==> src/rtl/vram_port_arbiter.sv <==
// Arbitrates the single-port vector RAM between VG reads and store-queue CPU writes,
// and sequences the VG run/flush phases from the vggo/vgrst strobes.
module vram_port_arbiter #(
  parameter int unsigned ADDR_W     = 13,
  parameter logic [15:0] VRAM_BASE  = 16'h2000,
  parameter int unsigned STARVE_MAX = 8
) (
  input  logic              clk,
  input  logic              rst_n,
  input  logic              vggo,
  input  logic              vgrst,
  input  logic              vg_done,
  input  logic              vg_rd_req,
  input  logic [ADDR_W-1:0] vg_rd_addr,
  output logic              vg_rd_gnt,
  output logic              vg_rd_valid,
  output logic [7:0]        vg_rd_data,
  input  logic              sq_valid,
  input  logic [15:0]       sq_addr,
  input  logic [7:0]        sq_data,
  output logic              sq_pop,
  output logic [ADDR_W-1:0] ram_addr,
  output logic [7:0]        ram_wdata,
  output logic              ram_we,
  input  logic [7:0]        ram_rdata,
  output logic              vg_running,
  output logic              drop_pulse
);

  typedef enum logic [1:0] {StIdle, StRun, StFlush} state_e;

  localparam logic [7:0]  StarveMax = 8'(STARVE_MAX);
  localparam logic [16:0] WinLo     = {1'b0, VRAM_BASE};
  localparam logic [16:0] WinHi     = WinLo + (17'd1 << ADDR_W);

  state_e            state_q;
  logic              go_pending_q;
  logic [7:0]        starve_cnt_q;
  logic              vg_rd_valid_q;
  logic              drop_pulse_q;
  logic [ADDR_W-1:0] ram_addr_q;

  logic              starved;
  logic              in_window;
  logic [ADDR_W-1:0] wr_offset;

  assign in_window = ({1'b0, sq_addr} >= WinLo) && ({1'b0, sq_addr} < WinHi);
  assign wr_offset = ADDR_W'(sq_addr - VRAM_BASE);
  assign starved   = sq_valid && (starve_cnt_q == StarveMax);

  // One RAM access per cycle; a grant and a pop are mutually exclusive by construction.
  always_comb begin
    vg_rd_gnt = 1'b0;
    sq_pop    = 1'b0;
    unique case (state_q)
      StRun: begin
        vg_rd_gnt = vg_rd_req && !starved;
        sq_pop    = sq_valid && !vg_rd_gnt;
      end
      StIdle: begin
        sq_pop    = sq_valid;
        vg_rd_gnt = vg_rd_req && !sq_valid;
      end
      default: sq_pop = sq_valid;
    endcase
  end

  always_comb begin
    ram_addr  = ram_addr_q;
    ram_wdata = 8'h00;
    ram_we    = 1'b0;
    if (sq_pop) begin
      ram_addr  = wr_offset;
      ram_wdata = sq_data;
      ram_we    = in_window;
    end else if (vg_rd_gnt) begin
      ram_addr = vg_rd_addr;
    end
  end

  assign vg_rd_valid = vg_rd_valid_q;
  assign vg_rd_data  = vg_rd_valid_q ? ram_rdata : 8'h00;
  assign drop_pulse  = drop_pulse_q;
  assign vg_running  = (state_q == StRun);

  always_ff @(posedge clk or negedge rst_n) begin
    if (!rst_n) begin
      state_q       <= StIdle;
      go_pending_q  <= 1'b0;
      starve_cnt_q  <= 8'h00;
      vg_rd_valid_q <= 1'b0;
      drop_pulse_q  <= 1'b0;
      ram_addr_q    <= '0;
    end else begin
      ram_addr_q    <= ram_addr;
      vg_rd_valid_q <= vg_rd_gnt && !vgrst;
      drop_pulse_q  <= sq_pop && !in_window;

      if (vgrst || sq_pop || !sq_valid) begin
        starve_cnt_q <= 8'h00;
      end else if (vg_rd_gnt && (starve_cnt_q != StarveMax)) begin
        starve_cnt_q <= starve_cnt_q + 8'h01;
      end

      if (vgrst) begin
        state_q      <= StIdle;
        go_pending_q <= 1'b0;
      end else begin
        unique case (state_q)
          StIdle: if (vggo) state_q <= StRun;
          StRun: begin
            if (vg_done) state_q <= sq_valid ? StFlush : StIdle;
          end
          default: begin
            // A vggo seen while draining restarts the VG once the queue is empty.
            if (!sq_valid) begin
              state_q      <= (go_pending_q || vggo) ? StRun : StIdle;
              go_pending_q <= 1'b0;
            end else if (vggo) begin
              go_pending_q <= 1'b1;
            end
          end
        endcase
      end
    end
  end

endmodule

==> config.mk <==
export PLATFORM = sky130hd
export DESIGN_NAME = vram_port_arbiter
export DESIGN_NICKNAME = d
export VERILOG_FILES = /design/src/rtl/vram_port_arbiter.sv
export SDC_FILE = /design/constraint.sdc
export NUM_CORES = 1
export LEC_CHECK = 0
export BUFFER_PORTS_ARGS = -buffer_cell sky130_fd_sc_hd__buf_2
export CAP_MARGIN = 20
export CORE_ASPECT_RATIO = 1.25
export CORE_MARGIN = 2
export CORE_UTILIZATION = 41
export DETAILED_ROUTE_END_ITERATION = 7
export GPL_ROUTABILITY_DRIVEN = 0
export PLACE_DENSITY = 0.89
export RECOVER_POWER = 50
export SYNTH_ARGS = -nofsm -noshare
export SYNTH_HDL_FRONTEND = slang
export SYNTH_SLANG_ARGS = --single-unit
==> constraint.sdc <==
create_clock -name clk -period 4.52 [get_ports clk]
set_clock_uncertainty 0.1 [all_clocks]
set_input_delay 0.226 -clock clk [delete_from_list [all_inputs] [get_ports clk]]
set_output_delay 0.226 -clock clk [all_outputs]
set_load 0.05 [all_outputs]
Word-level counts from Yosys, hierarchy flattened
Index checks and enable logic that the tools add are counted.
{ "classes": {"n_addsub": 2, "n_lt_le_gt_ge": 2, "eq_ne": 8, "mux": 20, "reduce_logical": 21} }
{ "ops": {"columns": ["operator", "count"], "rows": [
  ["2-to-1 mux 8 bit", 4],
  ["2-to-1 mux 13 bit", 2],
  ["greater-or-equal comparator 16 x 14 -> 1 bit, second input constant", 1],
  ["< comparator 16 x 15 -> 1 bit, second input constant", 1],
  ["subtractor 13 x 1 -> 13 bit, second input constant", 1],
  ["2-to-1 mux 2 bit", 5],
  ["!= test 3 bit, second input constant", 3],
  ["adder 8 x 1 -> 8 bit, second input constant", 1],
  ["== test 8 x 4 -> 1 bit, second input constant", 1],
  ["logical AND 1 bit", 8],
  ["!= test 8 x 4 -> 1 bit, second input constant", 1],
  ["2-to-1 mux 1 bit", 7],
  ["logical NOT 1 bit", 5],
  ["!= test 4 x 2 -> 1 bit, second input constant", 1],
  ["one-hot mux 2 bit (2 select lines)", 1],
  ["logical OR 1 bit", 3],
  ["AND reduction 3 bit", 1],
  ["== test 2 x 1 -> 1 bit, second input constant", 1],
  ["logical NOT 2 bit", 1],
  ["!= test 2 x 1 -> 1 bit, second input constant", 1],
  ["one-hot mux 1 bit (2 select lines)", 1],
  ["AND reduction 2 bit", 1],
  ["nonzero test 2 bit", 1],
  ["OR reduction 2 bit", 1]
]} }
{ "word_totals": {"register_bits": 26, "elab_cells": 59} }

Longest topological paths before layout
Gate-level depths: netlist (run 1).
{ "depth": {"word_depth": 10, "mapped_depth": 8, "mapped_depth_nobuf": 6} }

Worst setup path before layout (run 1)
Ideal clock, no wire load.
{ "synth_path": {"path_kind": "flip-flop to output port", "from": "register starve_cnt_q[0]", "to": "output port ram_addr[0]", "t_arrival_ps": 2217, "slack_ps": 1977, "path_stages_with_launch": 8, "path_buffers": 1, "cell_sequence": "dfrtp_1 -> inv_1 -> ha_1 -> nor2b_1 -> a32oi_2 -> buf_4 -> nor2_1 -> a31oi_1"} }
{ "synth_via": {"elab_chain_len": 8, "elab_cells_between_ends": 10, "cone_classes": "eq/ne: 1; mux: 4; reduce/logical: 5"} }
{ "synth_lines": {"columns": ["element", "line_no", "rtl"], "rows": [
  ["from (decl)", "38", "logic [7:0] starve_cnt_q;"],
  ["from (signal assigned)", "102", "starve_cnt_q <= starve_cnt_q + 8'h01;"],
  ["== test 8 x 4 -> 1 bit *", "49", "assign starved = sq_valid && (starve_cnt_q == StarveMax);"],
  ["logical AND 1 bit *", "49", null],
  ["logical NOT 1 bit *", "57", "vg_rd_gnt = vg_rd_req && !starved;"],
  ["logical AND 1 bit *", "57", null],
  ["parallel branches: the longest is 3 deep, another holds 2-to-1 mux 13 bit", null, null],
  ["2-to-1 mux 13 bit *", "72", "if (sq_pop) begin"],
  ["to (decl)", "22", "output logic [ADDR_W-1:0] ram_addr,"]
]} }
Every way passes the cells marked *.

Final worst setup path (run 1)
{ "layout_path": {"from": "register starve_cnt_q[0]", "to": "output port ram_addr[9]"} }
Same word-level chain as after synthesis.

==> metrics.yaml, run 1 <==
run_status:
  outcome: "complete, no violations"
floorplanning:
  start_util: 0.421
  row_count: 24
  core_region_area_mm2: 0.00342
  pin_count: 87
  dieArea_mm2: 0.00401
  die-width_um: 57.0
  fp.dieH_um: 70.3
synthesis:
  synth_top_family_by_area: "simple AND/OR/NAND/NOR gates"
  synth_warnings: 0
  synthXorXnorAreaFrac: 0.0304
  syn_area_mm2: 0.00144
  synthAdderAreaFrac: 0.0174
  synthArstFlopShare: 1.00
  synth.distinct_cells: 35
  synth_simple_gate_area_frac: 0.307
  syn_inst: 162
  avgSynthCellArea_um2: 8.89
  syn-num-nets: 216
  synth_compound_area_frac: 0.156
  seq_area_frac_synth: 0.452
  synth_ff_type: "dfrtp_1"
  synth_edf_count: 0
  synth_mux_area_frac: 0
  ys_ff_latch: 26
clocking:
  htreeDepth: 1
  clock-sinks: 26
  cts-buffers-inserted: 3
  clock_path_buffers: 2
  insertion_delay_ns: 0.27
  post-cts-setup-buffers: 0
  ctsResizeCount: 0
  postCtsHoldBufs: 1
  cts_root_buf: "clkbuf_8"
  path_clk_slew_ns: 0.09
  cts_tree: "done"
pwr:
  p_int_mw: 0.424
  p_leak_nw: 0.933
  switchingPower_mw: 0.231
  p_comb_frac: 0.316
  powerDensity_mw_per_mm2: 339
  vdd_drop_max_mv: 0.292
  power_mw: 0.655
  clkPwrFrac: 0.290
  netSwitchingFraction: 0.353
  power_frac_seq: 0.393
timing:
  period_minus_slack_ns: 2.96
  maxSlewHeadroom: 0.106
  grt_setup_unrepaired: "false"
  finalWorstSetupSlack_ns: 1.56
  max_freq_mhz: 337
  hold_viol_final: 0
  tns_ns: 0
  min_period_over_period: 0.656
  fin_hold_ws_ns: 0.0218
  worst_pin_slew_ns: 1.34
  slew_viol_final: 0
  setup_viol: 0
placed_design:
  dpl-instance-area_mm2: 0.00188
  post-place-cells: 280
  post-place-ws_ns: 1.85
  dp_hpwl_um: 2650
  portBuffers: 86
final_layout:
  stdcell_count: 285
  postLayoutCellArea_mm2: 0.00193
  fillerInstances: 319
  regArea_um2: 651
  fin_nets: 301
  final_core_util: 0.565
  drive_gt1_frac: 0.333
  area_delta_synth_final_pct: 34.3
  antennaDiodeCount: 0
  multi_input_area_um2: 727
worst_setup_path:
  rrSetupSlack_ns: 2.25
  cp.arrival_ns: 2.64
  cp_data_required_time_ns: 4.19
  crit_path_cell_trace: "inv_1, ha_1, nor2b_1, a32oi_2, nor2_1, a31oi_1, buf_2"
  cp.depth: 7
  reg2reg_to: "ram_addr_q[9]"
  path_class: "register to primary output"
  worst_r2r_path_depth: 5
  startpoint_type: "register"
  slowest_delay_ns: 0.93
  setup.worst_path.end: "ram_addr[9]"
  reg2reg_from: "starve_cnt_q[0]"
  startpoint: "starve_cnt_q[0]"
  crit_buf_inv: 2
  cp-end-kind: "primary output"
  cpLargestDelayFamily: "compound AO/OA/AOI/OAI gates"
  crit_fanout: 28
  crit_slowest_cell: "a32oi_2"
detailed_routing:
  drc: 0
  post_drt_via_cell_ratio: 5.12
  drtIter0Drc: 33
  wl_per_cell_um: 12.2
  ant_nets: 0
  first_pass_iters: 4
  wirelength_um: 3490
  num_vias: 1458
global_routing:
  grt_first_pass_wirelength_um: 5710
  globalRoute.totalOverflow: 0
  grt_usage: 0.178
  grt_antenna_before_repair: 0
  grt_max_degree: 29
  grt_pass1_vias: 1397
flow_run:
  maxCapViolCount: 0
min_path:
  hp-start: "sq_addr[13]"
  hold_class: "primary input to register"
power groups by stage:
stage / registers, mW / clock network [mW] / logic, mW
2_1_floorplan: 0.265 / 0 / 0.146
3_3_place_gp: 0.261 / 0 / 0.207
3_5_place_dp: 0.263 / 0 / 0.209
4_1_cts: 0.258 / 0.194 / 0.210
5_1_grt: 0.259 / 0.205 / 0.222
6_report: 0.258 / 0.190 / 0.207
synth_stat cells (all sizes together) (2+ instances only):
| cell type | count | area (µm²) |
|---|---|---|
| clkbuf | 2 | 7.51 |
| a31oi | 13 | 81.3 |
| dfrtp | 26 | 651 |
| buf | 5 | 36.3 |
| nand2 | 14 | 52.6 |
| nor2b | 5 | 38.8 |
| nor4 | 2 | 12.5 |
| a211oi | 2 | 15.0 |
| o21ai | 13 | 65.1 |
| a21oi | 4 | 20.0 |
| and2 | 17 | 106 |
| nor2 | 27 | 101 |
| and3 | 3 | 18.8 |
| xnor2 | 4 | 35.0 |
| inv | 3 | 11.3 |
| nand3 | 3 | 15.0 |
| nand2b | 2 | 20.0 |
| nor3 | 5 | 25.0 |
| ha | 2 | 25.0 |
flip-flops by register name, summed over array words and instances (netlist names):
name and cells:
drop_pulse 1, vg_rd_valid 1, state_q 2, ram_addr_q 13, starve_cnt_q 8, go_pending_q 1
routing by layer:
layer  wire (µm)  track usage
met1        1320        0.201
met2        1870        0.324
met3         233       0.0259
met4          63       0.0749
met5           0            0
worst min path at each step:
stage,end,depth (start not counted)
after floorplan,drop_pulse,0
after global placement,starve_cnt_q[4],1
after detailed placement,starve_cnt_q[4],1
after CTS,drop_pulse,2
after global routing,drop_pulse,2
final,drop_pulse,2
logic make-up (layout without fill, tap and decap cells):
family	after synthesis	count (layout)
AOI/OAI and AO/OA	36	36
adders and majority gates	2	2
xor gates and xnor gates	5	5
buffers and inverters	10	94
and+or+nand+nor	83	83
DFF	26	26
placed cells by master, fill, tap and decap left out, types with 2 or more instances in the layout:
master     n
nor4_1     2
xnor2_1    4
nand2_1   14
a21oi_1    4
a31oi_1   13
nand3_1    3
nor2_1    27
o21ai_1    5
o21ai_0    8
buf_2     74
a211oi_1   2
clkbuf_8   3
nor3_1     5
and3_1     3
dfrtp_1   26
and2_1    16
ha_1       2
inv_1      2
clkbuf_1  12
nor2b_1    5
worst register-to-register path: stages (launching register included):
cell and delay (ns):
dfrtp_1 0.40, inv_1 0.06, ha_1 0.19, nor2b_1 0.14, a32oi_2 0.93, a31oi_1 0.25
area by class of cell:
class	count	area share
multi-input cells	126	0.376
flip-flops and latches	26	0.336
repair buffers	87	0.220
well taps	39	0.0252
clock buffers	3	0.0213
clock inverters	1	0.0155
inverters	3	0.00582
(Power assumes the default switching activity.)
==> run 2: changes to the inputs <==
Clock period 4.52 ns to 2.94 ns, I/O delays scaled along.
==> metrics.yaml, run 2 (synthesis results as in run 1) <==
final_layout:
  fin_nets: 305  # +1.3%
  top_register: "ram_addr_q"
  multi_input_area_um2: 727  # unchanged
  area_delta_synth_final_pct: 35.5
  regArea_um2: 651  # unchanged
  drive_gt1_frac: 0.332  # -0.00133
  final_core_util: 0.570  # +0.00512
  reg_top3: "ram_addr_q: 13 flops, starve_cnt_q: 8 flops, state_q: 2 flops"
  mostFrequentLayoutCells: "buf_2 (73), nor2_1 (27), dfrtp_1 (26), and2_1 (16), nand2_1 (14)"
  final_common_cell: "buf_2"
  largest_register_ffs: 13  # unchanged
  antennaDiodeCount: 0  # unchanged
  fillerInstances: 340  # +6.6%
timing:
  hold_viol_final: 0  # unchanged
  max_freq_mhz: 376
  setup_viol: 0  # unchanged
  tns_ns: 0  # unchanged
  maxSlewHeadroom: 0.103  # -0.00324
  min_period_over_period: 0.906
  worst_pin_slew_ns: 1.35  # +0.00486 ns
  grt_setup_unrepaired: "false"
  slew_viol_final: 0  # unchanged
  period_minus_slack_ns: 2.66
clocking:
  cts_root_buf: "clkbuf_8"
  cts_tree: "done"
  clock_path_buffers: 2  # unchanged
  clock-sinks: 26  # unchanged
  insertion_delay_ns: 0.26  # about the same
  post-cts-setup-buffers: 0  # unchanged
  cts-buffers-inserted: 3  # unchanged
  htreeDepth: 1  # unchanged
  ctsResizeCount: 0  # unchanged
  path_clk_slew_ns: 0.09  # about the same
pwr:
  p_comb_frac: 0.341  # +0.025
  p_int_mw: 0.592  # +40%
  clkPwrFrac: 0.243  # -0.047
  powerDensity_mw_per_mm2: 487  # +44%
  vdd_drop_max_mv: 0.414  # +42%
  p_leak_nw: 0.941  # +0.90%
  switchingPower_mw: 0.358  # +55%
  power_frac_seq: 0.416  # +0.023
  netSwitchingFraction: 0.376  # +0.0232
floorplanning:
  pin_count: 87  # unchanged
  start_util: 0.421  # unchanged
  row_count: 24  # unchanged
  core_region_area_mm2: 0.00342  # unchanged
  fp.dieH_um: 70.3  # unchanged
  dieArea_mm2: 0.00401  # unchanged
  die-width_um: 57.0  # unchanged
detailed_routing:
  wirelength_um: 3710  # +6.4%
  num_vias: 1476  # +1.2%
  drc: 0  # unchanged
  ant_nets: 0  # unchanged
  wl_per_cell_um: 12.8  # +4.9%
  drtIter0Drc: 36  # +9.1%
  post_drt_via_cell_ratio: 5.11  # -0.17%
  first_pass_iters: 4  # unchanged
flow_run:
  maxCapViolCount: 0  # unchanged
worst_setup_path:
  path_class: "register to primary output"
  crit_fanout: 17  # -39%
  cp.arrival_ns: 2.42  # -0.22 ns
  cp_data_required_time_ns: 2.69  # -1.50 ns
  startpoint_type: "register"
  cp-end-kind: "primary output"
global_routing:
  grt_first_pass_wirelength_um: 6320  # +11%
  grt_antenna_before_repair: 0  # unchanged
  grt_max_degree: 29  # unchanged
  globalRoute.totalOverflow: 0  # unchanged
  grt_pass1_vias: 1499  # +7.3%
  grt_usage: 0.194  # +0.0161
placed_design:
  dp_hpwl_um: 2750  # +3.6%
  portBuffers: 86  # unchanged
run_status:
  outcome: "complete, no violations"
min_path:
  hold_class: "primary input to register"
[run 2: cell types whose count changed in the layout (fill, tap and decap cells not counted), sizes merged]
cell	previous run	this run
clkbuf	15	17
buf	74	75
dlygate4sd3	1	3
bufinv	1	0
[run 2: path summary, 6_finish.rpt]
path / start / to / slack, ns / cells past startpoint
setup / recovery: starve_cnt_q[0] / ram_addr[5] / 0.28 / 7
hold / removal: vg_rd_addr[8] / ram_addr_q[8] / 0.04 / 3
setup reg to reg: starve_cnt_q[0] / ram_addr_q[5] / 0.90 / 6
hold reg to reg: starve_cnt_q[0] / starve_cnt_q[0] / 0.41 / 1
max in group asynchronous: rst_n / ram_addr_q[1] / 1.35 / 2
min in group asynchronous: rst_n / starve_cnt_q[0] / 0.60 / 2
[run 2: per-layer routing]
layer / vias up / wire length, µm / global-route usage
met5: - / 0 / 0
met4: 0 / 44 / 0.0827
met3: 4 / 202 / 0.0204
met2: 56 / 2010 / 0.360
met1: 683 / 1450 / 0.218
li1: 733 / - / -
[run 2: power groups by stage]
stage	clock (mW)	combinational, mW	sequential, mW
6_report	0.231	0.324	0.395
5_1_grt	0.251	0.348	0.399
4_1_cts	0.235	0.329	0.396
3_5_place_dp	0	0.324	0.403
3_3_place_gp	0	0.320	0.403
2_1_floorplan	0	0.224	0.408
[run 2: through the flow]
stage	total power, mW	hold WS [ns]	std cells	area, µm²	setup WS (ns)
after floorplan	0.632	-0.249	162	1440	0.399
after global placement	0.722	0.0712	282	1890	0.625
after detailed placement	0.727	0.0793	282	1890	0.611
after CTS	0.960	0.0335	289	1980	0.279
after global routing	0.997	0.0477	289	1950	0.0932
final	0.950	0.0369	289	1950	0.277
[run 2: worst max-delay path, stage by stage, from the launching register on]
cell     delay, ns
dfrtp_1       0.42
inv_1         0.07
ha_1          0.16
nor2b_1       0.19
and3_1        0.56
o21ai_1       0.16
a31oi_1       0.26
buf_2         0.31
[run 2: final cells by class]
cell class              count  share of cell area
inverters                   3             0.00577
clock buffers               4              0.0282
multi-input cells         126               0.372
repair buffers             91               0.235
well taps                  39              0.0250
flip-flops and latches     26               0.333
[run 2: repair_timing]
action / in CTS / in global routing
hold buffers: 3 / 0
hold endpoints to repair: 30 / 0
endpoints found under the setup margin: 0 / 0
==> run 3: changes to the inputs <==
Settings changed: BUFFER_PORTS_ARGS -buffer_cell sky130_fd_sc_hd__buf_2 to -buffer_cell sky130_fd_sc_hd__clkbuf_2.
==> metrics.yaml, run 3 (synthesis results as in run 1) <==
timing:
  worst_pin_slew_ns: 1.37  # +0.0218 ns
  slew_viol_final: 0  # unchanged
  min_period_over_period: 0.928  # +0.0223
  maxSlewHeadroom: 0.0884  # -0.0146
  hold_viol_final: 0  # unchanged
  setup_viol: 0  # unchanged
  fin_hold_ws_ns: 0.0178  # -0.0191 ns
  tns_ns: 0  # unchanged
  grt_setup_unrepaired: "false"
  period_minus_slack_ns: 2.73  # +0.0655 ns
  max_freq_mhz: 367  # -2.4%
flow_run:
  maxCapViolCount: 0  # unchanged
worst_setup_path:
  cp.arrival_ns: 2.48  # +0.06 ns
  cpLargestDelayFamily: "simple AND/OR/NAND/NOR gates"
  cp-end-kind: "primary output"
  startpoint_type: "register"
  cp_data_required_time_ns: 2.69  # about the same
  slowest_delay_ns: 0.60  # +0.04 ns
  crit_buf_inv: 1  # -1
  path_class: "register to primary output"
  crit_slowest_cell: "and3_1"
  crit_fanout: 17  # unchanged
  crit_path_cell_trace: "nor4b_4, and3_1, o21ai_1, a31oi_1, clkbuf_2"
clocking:
  post-cts-setup-buffers: 0  # unchanged
  htreeDepth: 1  # unchanged
  cts_tree: "done"
  cts_root_buf: "clkbuf_8"
  clock_path_buffers: 2  # unchanged
  path_clk_slew_ns: 0.09  # about the same
  clock-sinks: 26  # unchanged
  ctsResizeCount: 0  # unchanged
  cts-buffers-inserted: 3  # unchanged
  insertion_delay_ns: 0.27  # about the same
  postCtsHoldBufs: 3  # unchanged
final_layout:
  stdcell_count: 289  # unchanged
  fin_nets: 305  # unchanged
  fillerInstances: 315  # -7.4%
  final_common_cell: "clkbuf_2"
  postLayoutCellArea_mm2: 0.00197  # +0.83%
  mostFrequentLayoutCells: "clkbuf_2 (73), nor2_1 (27), dfrtp_1 (26), and2_1 (16), nand2_1 (14)"
  reg_top3: "ram_addr_q: 13 flops, starve_cnt_q: 8 flops, state_q: 2 flops"
  top_register: "ram_addr_q"
  antennaDiodeCount: 0  # unchanged
  largest_register_ffs: 13  # unchanged
  area_delta_synth_final_pct: 36.7
  drive_gt1_frac: 0.332  # unchanged
pwr:
  powerDensity_mw_per_mm2: 517  # +6.1%
  p_leak_nw: 0.959  # +1.9%
  vdd_drop_max_mv: 0.349  # -16%
detailed_routing:
  first_pass_iters: 4  # unchanged
  drtIter0Drc: 24  # -33%
  ant_nets: 0  # unchanged
  num_vias: 1492  # +1.1%
  drc: 0  # unchanged
  wirelength_um: 3550  # -4.2%
  post_drt_via_cell_ratio: 5.16  # +1.1%
  wl_per_cell_um: 12.3  # -4.2%
global_routing:
  grt_usage: 0.189  # -0.00499
  grt_pass1_vias: 1458  # -2.7%
  grt_max_degree: 29  # unchanged
  globalRoute.totalOverflow: 0  # unchanged
  grt_first_pass_wirelength_um: 6020  # -4.7%
  grt_antenna_before_repair: 0  # unchanged
run_status:
  outcome: "complete, no violations"
placed_design:
  dp_hpwl_um: 2660  # -3.2%
  portBuffers: 86  # unchanged
  dpl-instance-area_mm2: 0.00189  # unchanged
  post-place-cells: 282  # unchanged
floorplanning:
  core_region_area_mm2: 0.00342  # unchanged
  start_util: 0.421  # unchanged
  row_count: 24  # unchanged
  pin_count: 87  # unchanged
  fp.dieH_um: 70.3  # unchanged
  dieArea_mm2: 0.00401  # unchanged
  die-width_um: 57.0  # unchanged
min_path:
  hold_class: "primary input to register"
-- run 3: changes by cell type in the layout (fill, tap and decap cells not counted) --
cell,change
buf_2,-73
clkbuf_2,+73
bufinv_16,+1
clkbuf_8,-1
-- run 3: metrics by stage --
| stage | setup WS [ns] | utilization | power (mW) |
|---|---|---|---|
| 2_1_floorplan | 0.399 | - | 0.632 |
| 3_3_place_gp | 0.607 | 0.552 | 0.723 |
| 3_5_place_dp | 0.600 | 0.552 | 0.728 |
| 4_1_cts | 0.270 | 0.582 | 1.03 |
| 5_1_grt | 0.0500 | 0.575 | 1.06 |
| 6_report | 0.212 | 0.575 | 1.02 |
-- run 3: worst paths after layout --
check                                startpoint              end  slack (ns)  cells after the start
worst max-delay path            starve_cnt_q[5]     ram_addr[11]        0.21                      5
worst min-delay path              vg_rd_addr[4]    ram_addr_q[4]        0.02                      3
worst max register to register  starve_cnt_q[5]   ram_addr_q[11]        0.87                      4
worst min register to register  starve_cnt_q[0]  starve_cnt_q[0]        0.40                      1
max in group asynchronous                 rst_n  starve_cnt_q[2]        1.33                      2
min in group asynchronous                 rst_n  starve_cnt_q[0]        0.60                      2
-- run 3: worst register-to-register path, stage by stage (launching register included) --
cell,delay (ns)
dfrtp_1,0.45
nor4b_4,0.37
and3_1,0.60
o21ai_1,0.18
a31oi_1,0.27
-- run 3: layout make-up --
| cell class | count | area [µm²] | area share |
|---|---|---|---|
| multi-input cells | 126 | 727 | 0.369 |
| flip-flops and latches | 26 | 651 | 0.331 |
| repair buffers | 91 | 459 | 0.233 |
| well taps | 39 | 48.8 | 0.0248 |
| clock buffers | 3 | 41.3 | 0.0210 |
| clock inverters | 1 | 30.0 | 0.0153 |
| inverters | 3 | 11.3 | 0.00572 |
-- run 3: report_power, final --
group	leakage (nW)	switching (mW)	internal, mW
combinational	0.597	0.238	0.0864
sequential	0.326	0.0106	0.386
clock	0.0357	0.114	0.182
total	0.959	0.363	0.654
-- run 3: layer usage --
layer	up-vias	GRT usage	share of wire
met3	6	0.0185	0.061
met2	67	0.333	0.52
met1	684	0.222	0.40
met5	-	0	0
met4	0	0.0982	0.018
li1	735	-	-
